`src/rtl/cache_ctrl_if.sv`:
```
// CPU, datapath and physical-memory signals seen by the L1 cache sequencing controller.
// The master modport is the controller's view; slave is the surrounding datapath/CPU/memory.
interface cache_ctrl_if;
  logic       mem_read;
  logic       mem_write;
  logic       mem_resp;
  logic [1:0] hit;
  logic [1:0] dirty;
  logic       lru;
  logic       array_read;
  logic [1:0] load_data;
  logic [1:0] load_tag;
  logic [1:0] load_valid;
  logic [1:0] load_dirty;
  logic       dirty_in;
  logic       load_lru;
  logic       lru_in;
  logic       data_sel;
  logic       addr_sel;
  logic       way_sel;
  logic       pmem_read;
  logic       pmem_write;
  logic       pmem_resp;

  modport master (
    input  mem_read, mem_write, hit, dirty, lru, pmem_resp,
    output mem_resp, array_read, load_data, load_tag, load_valid, load_dirty,
           dirty_in, load_lru, lru_in, data_sel, addr_sel, way_sel,
           pmem_read, pmem_write
  );

  modport slave (
    output mem_read, mem_write, hit, dirty, lru, pmem_resp,
    input  mem_resp, array_read, load_data, load_tag, load_valid, load_dirty,
           dirty_in, load_lru, lru_in, data_sel, addr_sel, way_sel,
           pmem_read, pmem_write
  );
endinterface

```
`src/rtl/cache_ctrl.sv`:
```
// Sequencing FSM for a 2-way write-back L1: array read strobes, hit/miss resolution,
// write-back and line-fill over a single physical-memory port.
module cache_ctrl (
  input  logic         clk,
  input  logic         rst,
  cache_ctrl_if.master bus
);

  localparam logic [2:0] IDLE      = 3'd0;
  localparam logic [2:0] LOOKUP    = 3'd1;
  localparam logic [2:0] WRITEBACK = 3'd2;
  localparam logic [2:0] FETCH     = 3'd3;
  localparam logic [2:0] REFILL    = 3'd4;

  logic [2:0] state;
  logic [2:0] state_next;
  logic       victim;
  logic       hit_way;
  logic [1:0] hit_mask;
  logic [1:0] victim_mask;

  // Way 0 wins when both ways report a hit.
  assign hit_way     = ~bus.hit[0];
  assign hit_mask    = hit_way ? 2'b10 : 2'b01;
  assign victim_mask = victim  ? 2'b10 : 2'b01;

  // NOTE: sequential state uses non-blocking assignments so every flop samples pre-edge values.
  always_ff @(posedge clk) begin
    if (rst) begin
      state  <= IDLE;
      victim <= 1'b0;
    end else begin
      state <= state_next;
      if (state == LOOKUP && bus.hit == 2'b00)
        victim <= bus.lru;
    end
  end

  // NOTE: every combinational output gets a default first so no path can infer a latch.
  always_comb begin
    state_next     = state;
    bus.mem_resp   = 1'b0;
    bus.array_read = 1'b0;
    bus.load_data  = 2'b00;
    bus.load_tag   = 2'b00;
    bus.load_valid = 2'b00;
    bus.load_dirty = 2'b00;
    bus.dirty_in   = 1'b0;
    bus.load_lru   = 1'b0;
    bus.lru_in     = 1'b0;
    bus.data_sel   = 1'b0;
    bus.addr_sel   = 1'b0;
    bus.way_sel    = 1'b0;
    bus.pmem_read  = 1'b0;
    bus.pmem_write = 1'b0;

    case (state)
      IDLE: begin
        if (bus.mem_read || bus.mem_write) begin
          bus.array_read = 1'b1;
          state_next     = LOOKUP;
        end
      end
      LOOKUP: begin
        if (bus.hit != 2'b00) begin
          bus.mem_resp = 1'b1;
          bus.load_lru = 1'b1;
          bus.lru_in   = ~hit_way;
          if (bus.mem_write) begin
            bus.load_data  = hit_mask;
            bus.load_dirty = hit_mask;
            bus.dirty_in   = 1'b1;
          end
          state_next = IDLE;
        end else begin
          state_next = bus.dirty[bus.lru] ? WRITEBACK : FETCH;
        end
      end
      WRITEBACK: begin
        bus.pmem_write = 1'b1;
        bus.addr_sel   = 1'b1;
        bus.way_sel    = victim;
        if (bus.pmem_resp)
          state_next = FETCH;
      end
      FETCH: begin
        bus.pmem_read = 1'b1;
        if (bus.pmem_resp) begin
          bus.load_data  = victim_mask;
          bus.load_tag   = victim_mask;
          bus.load_valid = victim_mask;
          bus.load_dirty = victim_mask;
          bus.data_sel   = 1'b1;
          state_next     = REFILL;
        end
      end
      REFILL: begin
        bus.array_read = 1'b1;
        state_next     = LOOKUP;
      end
      default: state_next = IDLE;
    endcase

    // A reset cycle must not update any array or complete a CPU request; the pmem
    // request itself drops once the state register has returned to IDLE.
    if (rst) begin
      bus.mem_resp   = 1'b0;
      bus.array_read = 1'b0;
      bus.load_data  = 2'b00;
      bus.load_tag   = 2'b00;
      bus.load_valid = 2'b00;
      bus.load_dirty = 2'b00;
      bus.dirty_in   = 1'b0;
      bus.load_lru   = 1'b0;
      bus.lru_in     = 1'b0;
      bus.data_sel   = 1'b0;
    end
  end

endmodule

```
`src/flat_wrapper.sv`:
```
// flat-port wrapper written by rule: the top's interface ports become plain ports
module cache_ctrl_flat 
  (clk, rst, bus_mem_read, bus_mem_write, bus_hit, bus_dirty, bus_lru, bus_pmem_resp, bus_mem_resp, bus_array_read, bus_load_data, bus_load_tag, bus_load_valid, bus_load_dirty, bus_dirty_in, bus_load_lru, bus_lru_in, bus_data_sel, bus_addr_sel, bus_way_sel, bus_pmem_read, bus_pmem_write);
  cache_ctrl_if bus_i ();
  input  logic clk;
  input  logic rst;
  input wire logic [$bits(bus_i.mem_read)-1:0] bus_mem_read;
  input wire logic [$bits(bus_i.mem_write)-1:0] bus_mem_write;
  input wire logic [$bits(bus_i.hit)-1:0] bus_hit;
  input wire logic [$bits(bus_i.dirty)-1:0] bus_dirty;
  input wire logic [$bits(bus_i.lru)-1:0] bus_lru;
  input wire logic [$bits(bus_i.pmem_resp)-1:0] bus_pmem_resp;
  output wire logic [$bits(bus_i.mem_resp)-1:0] bus_mem_resp;
  output wire logic [$bits(bus_i.array_read)-1:0] bus_array_read;
  output wire logic [$bits(bus_i.load_data)-1:0] bus_load_data;
  output wire logic [$bits(bus_i.load_tag)-1:0] bus_load_tag;
  output wire logic [$bits(bus_i.load_valid)-1:0] bus_load_valid;
  output wire logic [$bits(bus_i.load_dirty)-1:0] bus_load_dirty;
  output wire logic [$bits(bus_i.dirty_in)-1:0] bus_dirty_in;
  output wire logic [$bits(bus_i.load_lru)-1:0] bus_load_lru;
  output wire logic [$bits(bus_i.lru_in)-1:0] bus_lru_in;
  output wire logic [$bits(bus_i.data_sel)-1:0] bus_data_sel;
  output wire logic [$bits(bus_i.addr_sel)-1:0] bus_addr_sel;
  output wire logic [$bits(bus_i.way_sel)-1:0] bus_way_sel;
  output wire logic [$bits(bus_i.pmem_read)-1:0] bus_pmem_read;
  output wire logic [$bits(bus_i.pmem_write)-1:0] bus_pmem_write;
  assign bus_i.mem_read = bus_mem_read;
  assign bus_i.mem_write = bus_mem_write;
  assign bus_i.hit = bus_hit;
  assign bus_i.dirty = bus_dirty;
  assign bus_i.lru = bus_lru;
  assign bus_i.pmem_resp = bus_pmem_resp;
  assign bus_mem_resp = bus_i.mem_resp;
  assign bus_array_read = bus_i.array_read;
  assign bus_load_data = bus_i.load_data;
  assign bus_load_tag = bus_i.load_tag;
  assign bus_load_valid = bus_i.load_valid;
  assign bus_load_dirty = bus_i.load_dirty;
  assign bus_dirty_in = bus_i.dirty_in;
  assign bus_load_lru = bus_i.load_lru;
  assign bus_lru_in = bus_i.lru_in;
  assign bus_data_sel = bus_i.data_sel;
  assign bus_addr_sel = bus_i.addr_sel;
  assign bus_way_sel = bus_i.way_sel;
  assign bus_pmem_read = bus_i.pmem_read;
  assign bus_pmem_write = bus_i.pmem_write;
  cache_ctrl u_core (.clk(clk), .rst(rst), .bus(bus_i));
endmodule
```
`config.mk`:
```
export PLATFORM = sky130hd
export DESIGN_NAME = cache_ctrl_flat
export DESIGN_NICKNAME = d
export VERILOG_FILES = /design/src/rtl/cache_ctrl_if.sv /design/src/rtl/cache_ctrl.sv /design/src/flat_wrapper.sv
export SDC_FILE = /design/constraint.sdc
export NUM_CORES = 1
export LEC_CHECK = 0
export ABC_AREA = 1
export ABC_CLOCK_PERIOD_IN_PS = 2300
export CORE_AREA = 2 2 39 41
export CTS_BUF_LIST = sky130_fd_sc_hd__clkbuf_4
export DETAILED_ROUTE_END_ITERATION = 16
export DIE_AREA = 0 0 41 43
export MAX_ROUTING_LAYER = met4
export PLACE_DENSITY = 0.67
export SYNTH_ARGS = -nofsm -noshare
export SYNTH_HDL_FRONTEND = slang
export SYNTH_SLANG_ARGS = --single-unit
```
`constraint.sdc`:
```
create_clock -name clk -period 2.3 [get_ports clk]
set_input_delay 0.23 -clock clk [delete_from_list [all_inputs] [get_ports clk]]
set_output_delay 0.23 -clock clk [all_outputs]
set_load 0.01 [all_outputs]
```
==> results.py <==
metrics = {
    "layout": {
        "final_common_cell": "clkdlybuf4s50_1",
        "fin_util_pct": 48.1,
        "syn2layout_area_growth_pct": 68.9,
        "diodes": 0,
        "final_cell_mix": "27 x clkdlybuf4s50_1, 10 x nand2_1, 9 x inv_1",
        "drive_above_1_share_pct": 15.9,
        "nFillCells": 157,
        "fin_nets": 100,
        "multiInputGateArea_um2": 220,
        "seqCellArea_um2": 80.1,
    },
    "critical_path": {
        "worstPathMaxFanout": 5,
        "criticalPathCategory": "reg -> out",
        "start_kind": "flop",
        "path_buf_inv": 2,
        "cp-startpoint": "u_core.state[0]",
        "crit_path_max_incr_delay_ps": 520,
        "slowest_stage": "clkdlybuf4s50_1",
        "cp.arrival_ps": 1760,
        "rr_startpoint": "u_core.state[0]",
        "cp_data_required_time_ps": 2070,
        "ff2ff_setup_slack_ps": 1220,
        "crit_path_end_kind": "output pin",
        "path_cells": "nand2_2, nor2_4, inv_2, nor3_2, and2_1, clkdlybuf4s50_1",
        "path_delay_family": "simple AND/OR/NAND/NOR gates",
    },
    "floorplan": {
        "fp.dieArea_um2": 1760,
        "dieWidth_um": 41,
        "start_util_pct": 28.5,
        "core_um2": 1380,
        "rows": 14,
        "fp.dieH_um": 43,
        "io_pins": 28,
    },
    "worst_hold_path": {
        "min_path_type": "reg -> reg",
        "hp-start": "u_core.victim",
    },
    "flow_run": {
        "cap_violations": 0,
    },
    "pwr": {
        "swShare_pct": 29.6,
        "pwr-share-seq_pct": 31.3,
        "peakVddDrop_mv": 0.192,
        "p_leak_nw": 0.274,
        "p_per_area_nw_per_um2": 381,
        "p_switching_uw": 75.0,
        "p_int_uw": 179,
        "power_frac_comb_pct": 36.1,
        "clkPwrFrac_pct": 32.6,
    },
    "timing": {
        "setup_viol": 0,
        "fin_setup_tns_ps": 0,
        "maxSlewHeadroom_pct": 78.9,
        "hold_viol": 0,
        "worst_pin_slew_ps": 316,
        "skew_ps": 1.10,
        "rsz0062_at_grt": "false",
        "finalCritPeriodShare_pct": 86.7,
        "fin_crit_ps": 1990,
        "layout_setup_ws_ps": 305,
        "finalMaxSlewViolations": 0,
        "fmax_mhz": 501,
    },
    "logic_synthesis": {
        "syn_avg_cell_area_um2": 6.16,
        "synthCells": 64,
        "synth_area_leader_cell": "dfxtp_1",
        "synth_seq_area_share_pct": 20.3,
        "synth_area_leaders": "dfxtp_1 20%, buf_4 11%, nand2_1 9.5%",
        "synthesis.area_um2": 394,
        "ys_seq_elements": 4,
        "synth_top_cell_area_share_pct": 20.3,
        "synth_cell_types": 19,
        "syn-num-nets": 74,
        "yosysWarnings": 0,
    },
    "routing": {
        "avgViaCountPerCell": 4.38,
        "dr.pass1.iters": 4,
        "drc": 0,
        "route.vias.total": 456,
        "antenna_left": 0,
        "dr.first_iter.drc_count": 6,
        "wl_per_cell_um": 9.22,
        "routed_wl_um": 959,
    },
    "placement": {
        "gp_congestion": 0.801,
        "portBuffers": 27,
        "dpl.hpwl_um": 828,
        "dp_slack_ps": 313,
    },
    "clocking": {
        "cts.htree.levels": 1,
        "cts_buffers": 3,
        "clk-insertion-delay-late_ps": 230,
        "cts_setup_buffers": 0,
        "cts_sinks": 4,
        "cts-root-buf": "clkbuf_4",
        "path_clk_slew_ps": 30,
        "clockBufferDepth": 2,
        "post_cts_resized": 0,
        "cts_tree": "yes",
        "holdBufCountCts": 0,
    },
    "grt": {
        "grt_pass1_vias": 400,
        "grt_max_degree": 10,
        "antenna_found_initial": 0,
        "grt_usage_pct": 12.8,
        "grt_overflow": 0,
        "grt_pass1_wl_mm": 1.52,
    },
    "outcome": {
        "outcome": "finished, final reports clean",
    },
}
registers in the layout, indices dropped and copies added (netlist names):
register       count
u_core.state       3
u_core.victim      1
worst reg2reg max path: cells and delay by family, from the launching register on:
family             cells  cell delay (ps)
DFF                    1              380
and+or+nand+nor        5              520
AOI/OAI and AO/OA      1              110
synthesized netlist by cell type, drive strengths merged:
cell type	n
dfxtp	4
nand2	11
nor2	11
nand3	7
and2	1
nand4	1
a211oi	2
nor3	2
inv	12
nor4	2
a21oi	4
buf	7
cells by family after synthesis:
| group | synth area share [%] |
|---|---|
| AOI/OAI and AO/OA | 10.8 |
| buffers and inverters | 23.8 |
| and+or+nand+nor | 45.1 |
| DFF | 20.3 |
layout make-up:
cell class | instances | area share (%)
inverters | 12 | 6.77
repair buffers | 28 | 41.7
flip-flops and latches | 4 | 12.0
multi-input cells | 41 | 33.1
well taps | 16 | 3.01
clock buffers | 3 | 3.38
metrics by stage:
stage	area [um^2]	hold WS, ps	total power, mW	std cells
2_1_floorplan	394	309	0.131	64
3_3_place_gp	643	508	0.172	101
3_5_place_dp	643	503	0.173	101
4_1_cts	666	509	0.260	104
5_1_grt	666	559	0.274	104
6_report	666	512	0.254	104
final timing paths:
check,cells after the start,end
worst min-delay path,2,u_core.victim
worst max-delay path,6,bus_dirty_in
worst min register to register,2,u_core.victim
worst max register to register,6,u_core.state[1]
power by group through the flow:
stage / Sequential (mW) / Combinational [mW] / Clock, mW
2_1_floorplan: 0.0794 / 0.0521 / 0
3_3_place_gp: 0.0802 / 0.0923 / 0
3_5_place_dp: 0.0803 / 0.0924 / 0
4_1_cts: 0.0792 / 0.0928 / 0.0880
5_1_grt: 0.0797 / 0.101 / 0.0930
6_report: 0.0794 / 0.0916 / 0.0828
routing by layer:
metal	vias to the layer above	GRT usage [%]	wire length (um)
met3	0	4.19	106
met1	188	13.8	402
li1	248	-	-
met4	0	6.00	0
met2	20	20.0	449
met5	-	-	0
No activity file was read; power rests on OpenSTA's default activity.
